===== config.mk =====
export PLATFORM = sky130hd
export DESIGN_NAME = snn_feeder
export DESIGN_NICKNAME = d
export VERILOG_FILES = /design/src/rtl/snn_feeder_pkg.sv /design/src/rtl/snn_feeder_mem.sv /design/src/rtl/snn_feeder.sv
export SDC_FILE = /design/constraint.sdc
export NUM_CORES = 2
export LEC_CHECK = 0
export BUFFER_PORTS_ARGS = -buffer_cell sky130_fd_sc_hd__buf_4
export CAP_MARGIN = 0
export CORE_UTILIZATION = 45
export DETAILED_ROUTE_END_ITERATION = 8
export PLACE_DENSITY_LB_ADDON = 0.2
export SETUP_SLACK_MARGIN = 0.02
export SYNTH_ARGS = -nofsm -noshare
export SYNTH_HDL_FRONTEND = slang
export SYNTH_HIERARCHICAL = 1
export SYNTH_SLANG_ARGS = --single-unit

===== constraint.sdc =====
create_clock -name clk -period 3.7 [get_ports clk]
set_input_delay 0.37 -clock clk [delete_from_list [all_inputs] [get_ports clk]]
set_output_delay 0.37 -clock clk [all_outputs]
set_load 0.02 [all_outputs]

===== src/rtl/snn_feeder_pkg.sv =====
// Shared constants, load-select encoding and FSM state type for the SNN input feeder.
package snn_pkg;

    localparam int unsigned WEIGHT_LEN = 4;
    localparam int unsigned KER_LEN    = 9;
    localparam int unsigned IMG_LEN    = 72;
    localparam int unsigned CNT_W      = 7;

    localparam logic [1:0] SEL_WEIGHT = 2'd0;
    localparam logic [1:0] SEL_KER    = 2'd1;
    localparam logic [1:0] SEL_IMG    = 2'd2;
    localparam logic [1:0] SEL_NONE   = 2'd3;

    typedef enum logic [1:0] {
        ST_IDLE,
        ST_SEND,
        ST_WAIT,
        ST_DONE
    } feeder_state_e;

endpackage


===== src/rtl/snn_feeder_mem.sv =====
// Weight/kernel/image register files: one write port, three combinational read ports
// sharing a single index. Out-of-range reads return 0.
module snn_feeder_mem
    import snn_pkg::*;
#(
    parameter int unsigned DATA_W = 8
) (
    input  logic              clk,
    input  logic              rst,
    input  logic              we_i,
    input  logic [1:0]        sel_i,
    input  logic [CNT_W-1:0]  addr_i,
    input  logic [DATA_W-1:0] wdata_i,
    input  logic [CNT_W-1:0]  rd_idx_i,
    output logic [DATA_W-1:0] weight_o,
    output logic [DATA_W-1:0] ker_o,
    output logic [DATA_W-1:0] img_o
);

    logic [DATA_W-1:0] weight_q [WEIGHT_LEN];
    logic [DATA_W-1:0] ker_q    [KER_LEN];
    logic [DATA_W-1:0] img_q    [IMG_LEN];

    logic weight_wr, ker_wr, img_wr;

    assign weight_wr = we_i && (sel_i == SEL_WEIGHT) && (addr_i < CNT_W'(WEIGHT_LEN));
    assign ker_wr    = we_i && (sel_i == SEL_KER)    && (addr_i < CNT_W'(KER_LEN));
    assign img_wr    = we_i && (sel_i == SEL_IMG)    && (addr_i < CNT_W'(IMG_LEN));

    always_ff @(posedge clk) begin
        if (rst) begin
            for (int unsigned i = 0; i < WEIGHT_LEN; i++) weight_q[i] <= '0;
            for (int unsigned i = 0; i < KER_LEN; i++)    ker_q[i]    <= '0;
            for (int unsigned i = 0; i < IMG_LEN; i++)    img_q[i]    <= '0;
        end else begin
            if (weight_wr) weight_q[addr_i[1:0]] <= wdata_i;
            if (ker_wr)    ker_q[addr_i[3:0]]    <= wdata_i;
            if (img_wr)    img_q[addr_i]         <= wdata_i;
        end
    end

    // A write in the same cycle as the read is forwarded, so a load issued
    // together with start is what the first SEND cycle transmits.
    always_comb begin
        weight_o = '0;
        ker_o    = '0;
        img_o    = '0;
        if (rd_idx_i < CNT_W'(WEIGHT_LEN)) begin
            weight_o = (weight_wr && addr_i == rd_idx_i) ? wdata_i : weight_q[rd_idx_i[1:0]];
        end
        if (rd_idx_i < CNT_W'(KER_LEN)) begin
            ker_o = (ker_wr && addr_i == rd_idx_i) ? wdata_i : ker_q[rd_idx_i[3:0]];
        end
        if (rd_idx_i < CNT_W'(IMG_LEN)) begin
            img_o = (img_wr && addr_i == rd_idx_i) ? wdata_i : img_q[rd_idx_i];
        end
    end

endmodule


===== src/rtl/snn_feeder.sv =====
// SNN input-stream feeder: local storage, IDLE/SEND/WAIT/DONE sequencer, registered outputs.
// Optional WAIT watchdog enabled by defining SNN_FEEDER_TIMEOUT_EN.
module snn_feeder
    import snn_pkg::*;
#(
    parameter int unsigned DATA_W      = 8,
    parameter int unsigned OUT_W       = 10,
    parameter int unsigned TIMEOUT_CYC = 1023
) (
    input  logic              clk,
    input  logic              rst,
    input  logic              load_valid,
    input  logic [1:0]        load_sel,
    input  logic [6:0]        load_addr,
    input  logic [DATA_W-1:0] load_data,
    input  logic              start,
    output logic              busy,
    output logic              done,
    output logic [OUT_W-1:0]  result,
    output logic              timeout,
    output logic              proto_err,
    output logic              snn_in_valid,
    output logic [DATA_W-1:0] snn_img,
    output logic [DATA_W-1:0] snn_ker,
    output logic [DATA_W-1:0] snn_weight,
    input  logic              snn_out_valid,
    input  logic [OUT_W-1:0]  snn_out_data
);

    feeder_state_e     state_q, state_d;
    logic [CNT_W-1:0]  cnt_q, cnt_d;

    logic              accept_start;
    logic              wd_expired;
    logic              send_d;

    logic [DATA_W-1:0] mem_weight, mem_ker, mem_img;

    logic              busy_q, busy_d;
    logic              done_q, done_d;
    logic [OUT_W-1:0]  result_q, result_d;
    logic              timeout_q, timeout_d;
    logic              proto_err_q, proto_err_d;
    logic              in_valid_q, in_valid_d;
    logic [DATA_W-1:0] img_q, img_d;
    logic [DATA_W-1:0] ker_q, ker_d;
    logic [DATA_W-1:0] weight_q, weight_d;

    assign accept_start = start && (state_q == ST_IDLE);

    // Read index is the next count so the output registers hold the byte for cnt.
    snn_feeder_mem #(
        .DATA_W(DATA_W)
    ) u_mem (
        .clk      (clk),
        .rst      (rst),
        .we_i     (load_valid && (state_q == ST_IDLE)),
        .sel_i    (load_sel),
        .addr_i   (load_addr),
        .wdata_i  (load_data),
        .rd_idx_i (cnt_d),
        .weight_o (mem_weight),
        .ker_o    (mem_ker),
        .img_o    (mem_img)
    );

`ifdef SNN_FEEDER_TIMEOUT_EN
    logic [10:0] wd_q, wd_d;

    assign wd_expired = (state_q == ST_WAIT) && (wd_q >= 11'(TIMEOUT_CYC));
    assign wd_d       = (state_q == ST_WAIT) ? wd_q + 11'd1 : '0;

    always_ff @(posedge clk) begin
        if (rst) begin
            wd_q <= '0;
        end else begin
            wd_q <= wd_d;
        end
    end
`else
    logic unused_timeout_cfg;

    assign wd_expired         = 1'b0;
    assign unused_timeout_cfg = ^TIMEOUT_CYC;
`endif

    always_ff @(posedge clk) begin
        if (rst) begin
            state_q <= ST_IDLE;
            cnt_q   <= '0;
        end else begin
            state_q <= state_d;
            cnt_q   <= cnt_d;
        end
    end

    always_comb begin
        state_d = state_q;
        cnt_d   = cnt_q;
        unique case (state_q)
            ST_IDLE: begin
                if (start) begin
                    state_d = ST_SEND;
                    cnt_d   = '0;
                end
            end
            ST_SEND: begin
                if (cnt_q == CNT_W'(IMG_LEN - 1)) begin
                    state_d = ST_WAIT;
                end else begin
                    cnt_d = cnt_q + CNT_W'(1);
                end
            end
            ST_WAIT: begin
                if (snn_out_valid || wd_expired) begin
                    state_d = ST_DONE;
                end
            end
            ST_DONE: begin
                state_d = ST_IDLE;
            end
            default: begin
                state_d = ST_IDLE;
            end
        endcase
    end

    always_comb begin
        send_d      = (state_d == ST_SEND);
        in_valid_d  = send_d;
        img_d       = send_d ? mem_img    : '0;
        ker_d       = send_d ? mem_ker    : '0;
        weight_d    = send_d ? mem_weight : '0;
        busy_d      = (state_d == ST_SEND) || (state_d == ST_WAIT);
        done_d      = (state_d == ST_DONE);
        result_d    = result_q;
        timeout_d   = timeout_q;
        proto_err_d = proto_err_q;

        if (accept_start) begin
            result_d    = '0;
            timeout_d   = 1'b0;
            proto_err_d = 1'b0;
        end

        if (state_q == ST_WAIT) begin
            if (snn_out_valid) begin
                result_d = snn_out_data;
            end else if (wd_expired) begin
                result_d  = '0;
                timeout_d = 1'b1;
            end
        end else if (snn_out_valid) begin
            proto_err_d = 1'b1;
        end
    end

    always_ff @(posedge clk) begin
        if (rst) begin
            busy_q      <= 1'b0;
            done_q      <= 1'b0;
            result_q    <= '0;
            timeout_q   <= 1'b0;
            proto_err_q <= 1'b0;
            in_valid_q  <= 1'b0;
            img_q       <= '0;
            ker_q       <= '0;
            weight_q    <= '0;
        end else begin
            busy_q      <= busy_d;
            done_q      <= done_d;
            result_q    <= result_d;
            timeout_q   <= timeout_d;
            proto_err_q <= proto_err_d;
            in_valid_q  <= in_valid_d;
            img_q       <= img_d;
            ker_q       <= ker_d;
            weight_q    <= weight_d;
        end
    end

    assign busy         = busy_q;
    assign done         = done_q;
    assign result       = result_q;
    assign timeout      = timeout_q;
    assign proto_err    = proto_err_q;
    assign snn_in_valid = in_valid_q;
    assign snn_img      = img_q;
    assign snn_ker      = ker_q;
    assign snn_weight   = weight_q;

endmodule

======== Yosys cells after proc, flatten, opt, wreduce, memory -nomap -nowiden ========
Memory sizes are Yosys's and may differ from the RTL's. A register that Yosys moved wholly into a read port is not among the register bits.
Index checks and enable logic that the tools add are counted.
W data, S select, Z words.
storage, ports and cells
  register bits after elaboration ......... 23
  RAM bits ................................ 680
  input port bits ......................... 32
  output and inout bits ................... 39
  logic and storage cells ................. 80
  memories kept ........................... 3
cells by class
  add/sub/neg operators ................... 1
  $lt $le $gt $ge ......................... 6
  equal/unequal tests ..................... 9
  multiplexer cells ....................... 33
  bitwise logic cells ..................... 4
  reductions and logical operators ........ 17
memories
  name            depth  width  rd ports  clocked after Yosys merged registers in  wr ports  RTL line              text
  u_mem.img_q     72     8      1         1                                        72        snn_feeder_mem.sv:22  logic [DATA_W-1:0] img_q [IMG_LEN];
  u_mem.ker_q     9      8      1         1                                        9         snn_feeder_mem.sv:21  logic [DATA_W-1:0] ker_q [KER_LEN];
  u_mem.weight_q  4      8      1         1                                        4         snn_feeder_mem.sv:20  logic [DATA_W-1:0] weight_q [WEIGHT_LEN];
operators with widths
  operator               count
  $mux W10               3
  $mux W8                3
  $reduce_or A8 Y1       3
  $mux W7                3
  $mux W1                17
  $lt A7 B3 Y1 const B   2
  $lt A7 B4 Y1 const B   2
  $lt A7 B7 Y1 const B   2
  $pmux W7 S2            1
  $eq A2 B2 Y1 const B   5
  $reduce_or A3 Y1       3
  $logic_and A1 B1 Y1    8
  $mux W2                4
  $pmux W2 S4            1
  $add A7 B1 Y7 const B  1
  $eq A7 B7 Y1 const B   1
  $eq A2 B1 Y1 const B   3
  $logic_not A2 Y1       2
  $mux W4                1
  $not A1 Y1             4
  $logic_or A1 B1 Y1     1

======== Logic depth before layout (Yosys ltp) ========
  depth after elaboration ................. 9
  depth in mapped cells ................... 17

======== By module ========
Netlist, hierarchy kept.
modules (own cells, without submodules)
  module          instances  cells an instance  area an instance (µm²)
  snn_feeder_mem  1          2966               51366.8
  snn_feeder      1          188                1780.5

======== Worst setup path before layout ========
OpenSTA, ideal clock, no wires.
  path type ............................... reg-to-reg
  start point ............................. register cnt_q[0]
  end point ............................... register img_q[0] (netlist: snn_img[0]) (read register of u_mem.img_q)
  library setup time ...................... 0.115 ns
  arrival time ............................ 3.244 ns
  data required time ...................... 3.585 ns
  setup slack ............................. 0.341 ns
  cell stages (with the launch flop) ...... 13
  path through ............................ dfxtp_1 -> ha_1 -> nand4bb_1 -> o32a_1 -> nand2_1 -> buf_6 -> buf_6 -> buf_2 -> mux4_2 -> mux4_2 -> a211oi_1 -> a31oi_1 -> and2_1
on the way
  longest elaborated chain between the ends .. 6
  elaborated cells between the ends (all ways) .. 12
  classes of those cells .................. add/sub (1); order compare (1); eq/ne (2); mux (5); bitwise (2); reduce/logical (1)
ends and longest elaborated chain
  item                                                  RTL line                              text
  from (decl)                                           snn_feeder.sv:31                      logic [CNT_W-1:0] cnt_q, cnt_d;
  from (signal assigned)                                snn_feeder.sv:93                      cnt_q <= cnt_d;
  $add A7 B1 Y7 / $eq A7 B7 Y1 (equally long branches)  snn_feeder.sv:111, snn_feeder.sv:108
  $mux W7                                               snn_feeder.sv:108                     if (cnt_q == CNT_W'(IMG_LEN - 1)) begin
  $pmux W7 S2 (*)                                       snn_feeder.sv:100                     unique case (state_q)
  net cnt_d[0]                                          snn_feeder.sv:31
  $lt A7 B7 Y1                                          snn_feeder_mem.sv:54                  if (rd_idx_i < CNT_W'(IMG_LEN)) begin
  $not A1 Y1 (no line)                                  -
  $reduce_or A3 Y1 (no line)                            -
  to (decl)                                             snn_feeder.sv:45                      logic [DATA_W-1:0] img_q, img_d;
Mark *: on every way through the listed nets, which the timed path passes. The rest lies on a longest branch.
A chain may end at the register's enable or synchronous reset.

======== Final worst setup path ========
  start point ............................. register cnt_q[0]
  end point ............................... register img_q[4] (netlist: snn_img[4]) (read register of u_mem.img_q)
on the way
  longest elaborated chain between the ends .. 6
  elaborated cells between the ends (all ways) .. 12
  classes of those cells .................. add/sub (1); order compare (1); eq/ne (2); mux (5); bitwise (2); reduce/logical (1)
ends and longest elaborated chain
  item                                                  RTL line
  $add A7 B1 Y7 / $eq A7 B7 Y1 (equally long branches)  snn_feeder.sv:111, snn_feeder.sv:108
  $mux W7 (*)                                           snn_feeder.sv:108
  $pmux W7 S2 (*)                                       snn_feeder.sv:100
  net cnt_d[1]                                          snn_feeder.sv:31
  $lt A7 B7 Y1                                          snn_feeder_mem.sv:54
  $not A1 Y1 (no line)                                  -
  $reduce_or A3 Y1 (no line)                            -
Marks and branches as above.

==> results <==
- The start point of the critical path is cnt_q[0].
- The root buffer cell chosen for the clock tree is clkbuf_16.
- The reported net switching power is a little over 7 mW.
- For this run, the top clock speed supported by timing is about 280 MHz.
- Before antenna repair, the detailed router went through 5 iterations.
- The width of the chip is about 350 µm.
- The port buffer count is about 70.
- In this run, distinct cell masters in the synthesized netlist total around 70.
- For this block, the routed nets add up to roughly 130 mm of wire.
- The stage delay of the slowest cell on the critical path is 0.51 ns.
- The clock-pin slew on the worst setup and hold paths is approximately 0.060 ns.
- The number of vias after detailed routing is slightly below 30000.
- In this run the cell area of the synthesized design comes to 0.0531 mm².
- The post-layout utilization of the core is 54.4%.
- The startpoint identified for the worst hold timing path is load_addr[0].
- The kind of critical path is reg2reg.
- The y dimension of the die is approximately 350 µm.
- For this design the ratio of total power to cell area is 507 mW/mm².
- In this run the worst hold path is classified as in2reg.
- In the final routed layout, each cell accounts on average for around 23 µm.
- The die outline area is between 0.1 and 0.15 mm².
- Counting tap cells, the placed design contains a total of 5301 instances.
- After synthesis, the mean cell area works out to roughly 17 µm².
- On the critical path, the stage with the largest delay is an instance of mux4_2.
- Internal power comes to roughly 25 mW.
- Sequential elements use a little under 70% of the synthesized area.
- The biggest fanout along the worst timing path is 35.
- After the flow finishes, the layout carries non-filler instances totaling ~5600.
- The global router's overall resource usage is between 20% and 30%.
- Clock tree synthesis found a total of around 1200 sinks.
- At the worst endpoint, the required time is around 4.4 ns.
- The core footprint is about 0.12 mm².
- The worst setup path is launched from a flop.
- The worst-case headroom to the max-slew limit is between 30% and 40%.
- The routability congestion estimate is ~0.86.
- TritonCTS built the clock tree.
- Detailed placement finished with a half-perimeter wire length of slightly above 80 mm.
- The sum of buffers and inverters on the critical path is 2.
- The peak supply drop is 0.434 mV.
- For this configuration, the core starts out at a cell density of 45.6%.
- The starting DRC count in detailed routing is about 2400.
- The period utilization is slightly below 100%.
- The sequential share of power is around half.
- Summed over all failing endpoints, the final setup total negative slack is 0 ns.
- The slew at the pin closest to its max-slew limit is 0.975 ns.
- The via-per-instance ratio is roughly 5.2.
- The initial antenna violation count is 3.
- The most used flip-flop cell after synthesis is edfxtp_1.
- After technology mapping, the gate count stands at around 3200.
- The worst-case hold slack is 0.169 ns.
- Setup slack closes at around 0.12 ns.
- Cells with a size suffix above 1 make up between 20% and 30% of the layout.
- The number of global-route vias before repair is just under 30000.
- STA classifies the critical path endpoint as a flop.
- Clock skew on the completed layout was measured at between 0.03 and 0.04 ns.
- The final hold violation count came to 0.
- The final count of pins violating max slew is 0.
- Counting I/O delays and the setup requirement, the final critical path takes around 3.6 ns.
- Setup repair after global routing could not meet its margin everywhere.
- The pre-CTS setup slack is a little under 0.0009 ns.
- The first global-routing pass estimated 189 mm of wire.
- The number of top-level pins is 71.
- The longest clock path from root to sink contains 3 buffers.
- Row generation in the floorplan step produced around 130 rows.
- The largest net degree at the start of global routing is 116.
- The sum of overflow across all layers after global routing is 0.
- The total CTS buffers is between 100 and 150.
- Of the total power, combinational logic draws about 8.6%.
- After the last flow step, the layout net total stands at ~4000.
- The number of nets with antenna violations after detailed routing is 0.
- The dominant delay contributor by cell family on the critical path is multiplexers.
- The final-report setup violation count is 0.
- Counting flops with an async set or reset pin after synthesis yields a share of 0%.
- The worst register-to-register path begins at cnt_q[0].
- The clock latency reported for the late side of the worst-skew pair is 0.75 ns.
- The tool flagged a number of max-cap violations equal to 0.
- The leakage power total is between 20 and 25 nW.
- The arrival time reported for the critical path endpoint is 4.23 ns.
- The run finished with clean final reports.
- The post-synthesis register bit count is 1231.
- The proportion of total power due to net switching is between 20 and 25%.
- The total of warnings raised by yosys is 6.
- The area growth from synthesis to layout is 19.5%.
- The number of enable-type register cells in the synthesized netlist is around 1200.
- The part of the total power dissipated in the clock network is about two fifths.
- The H-tree depth reported by CTS is 4.
- The number of remaining DRC errors is 0.
- Walking the worst path, the cells encountered are ha_1, nand4bb_1, o21ai_1, buf_4, mux2i_4, buf_12, mux4_2, mux4_2, nand3_1, nand3_1, nor3_1, a31oi_1, and2_1.
[stage by stage]
stage | instance area (µm²) | power [mW]
after floorplan | 55000 | 18.2
after global placement | 58900 | 19.3
after detailed placement | 58900 | 19.3
after CTS | 63400 | 32.5
after global routing | 63500 | 33.3
final | 63500 | 32.2
[worst paths after layout]
path              slack (ns)                   end  depth (start not counted)
setup / recovery        0.12            snn_img[4]                         13
hold / removal          0.17  u_mem/weight_q[2][7]                          2
setup reg to reg        0.12            snn_img[4]                         13
hold reg to reg         0.48             result[5]                          2
[layout by cell type (no fill, tap or decap), types with 38 or more instances in the layout]
cell type / n
nor2_1: 108
a21oi_1: 42
and2_1: 703
buf_4: 298
nand2_1: 50
clkbuf_1: 38
mux2i_1: 129
dfxtp_1: 47
o221ai_1: 41
or2_2: 86
mux4_2: 285
conb_1: 505
edfxtp_1: 1184
clkbuf_16: 139
[routing by layer]
layer | vias up | GRT usage, % | part of all wire (%)
met1 | 15000 | 29.7 | 43
met3 | 149 | 4.41 | 6.3
met5 | - | 0 | 0.032
met2 | 814 | 34.5 | 49
met4 | 6 | 5.56 | 1.8
li1 | 13200 | - | -
[kinds of logic after synthesis]
family          share of synthesized area (%)
simple gates                             11.9
other cells                            0.0141
compound gates                           2.53
fa+ha+maj                              0.0706
mux                                      14.7
buf+inv                                  2.06
flops                                    68.7
xor+xnor                                0.115
[sequential cells by signal (all words and copies together), names as in the netlist, 2 cells and up]
| name | cells |
|---|---|
| snn_ker | 8 |
| cnt_q | 7 |
| result | 10 |
| snn_img | 8 |
| u_mem/weight_q | 32 |
| state_q | 2 |
| u_mem/img_q | 1024 |
| snn_weight | 8 |
| u_mem/ker_q | 128 |
[final cells by class]
cell class / count / area, µm²
antenna: 1 / 2.50
multi-input combinational: 2206 / 17500
inverter: 8 / 35.0
clock inverter: 60 / 643
timing repair buffer: 353 / 3200
tap: 1524 / 1910
clock buffer: 183 / 3690
fill: 9546 / 53200
sequential: 1231 / 36500
[cell usage after synthesis (15+ instances only)]
library cell | n | area, µm²
edfxtp_1 | 1184 | 35600
and2_1 | 703 | 4400
mux4_2 | 285 | 6420
clkbuf_1 | 136 | 510
mux2i_1 | 130 | 1300
nor2_1 | 108 | 405
or2_2 | 86 | 538
nand2_1 | 51 | 191
dfxtp_1 | 47 | 941
a21oi_1 | 43 | 215
o221ai_1 | 41 | 359
nor3_1 | 35 | 175
buf_2 | 33 | 165
o22ai_1 | 30 | 188
o21ai_0 | 26 | 130
nand3_1 | 21 | 105
buf_6 | 20 | 225
nor2b_1 | 16 | 100
buf_4 | 15 | 113
[what timing repair did]
item / CTS / global route
hold buffers: 12 / 0
endpoints found under the hold margin: 12 / 0
endpoints found under the setup margin: 1 / 6
pin swaps: 0 / 3
setup buffers: 0 / 8
cloned: 0 / 1
resized for setup: 1 / 12
[power by group through the flow]
stage / sequential [mW] / clock, mW / combinational, mW
after floorplan: 16.5 / 0 / 1.78
after global placement: 16.5 / 0 / 2.74
after detailed placement: 16.5 / 0 / 2.75
after CTS: 16.3 / 13.5 / 2.77
after global routing: 16.3 / 14.0 / 2.97
final: 16.2 / 13.2 / 2.77
Power figures use the tool's default switching activity.
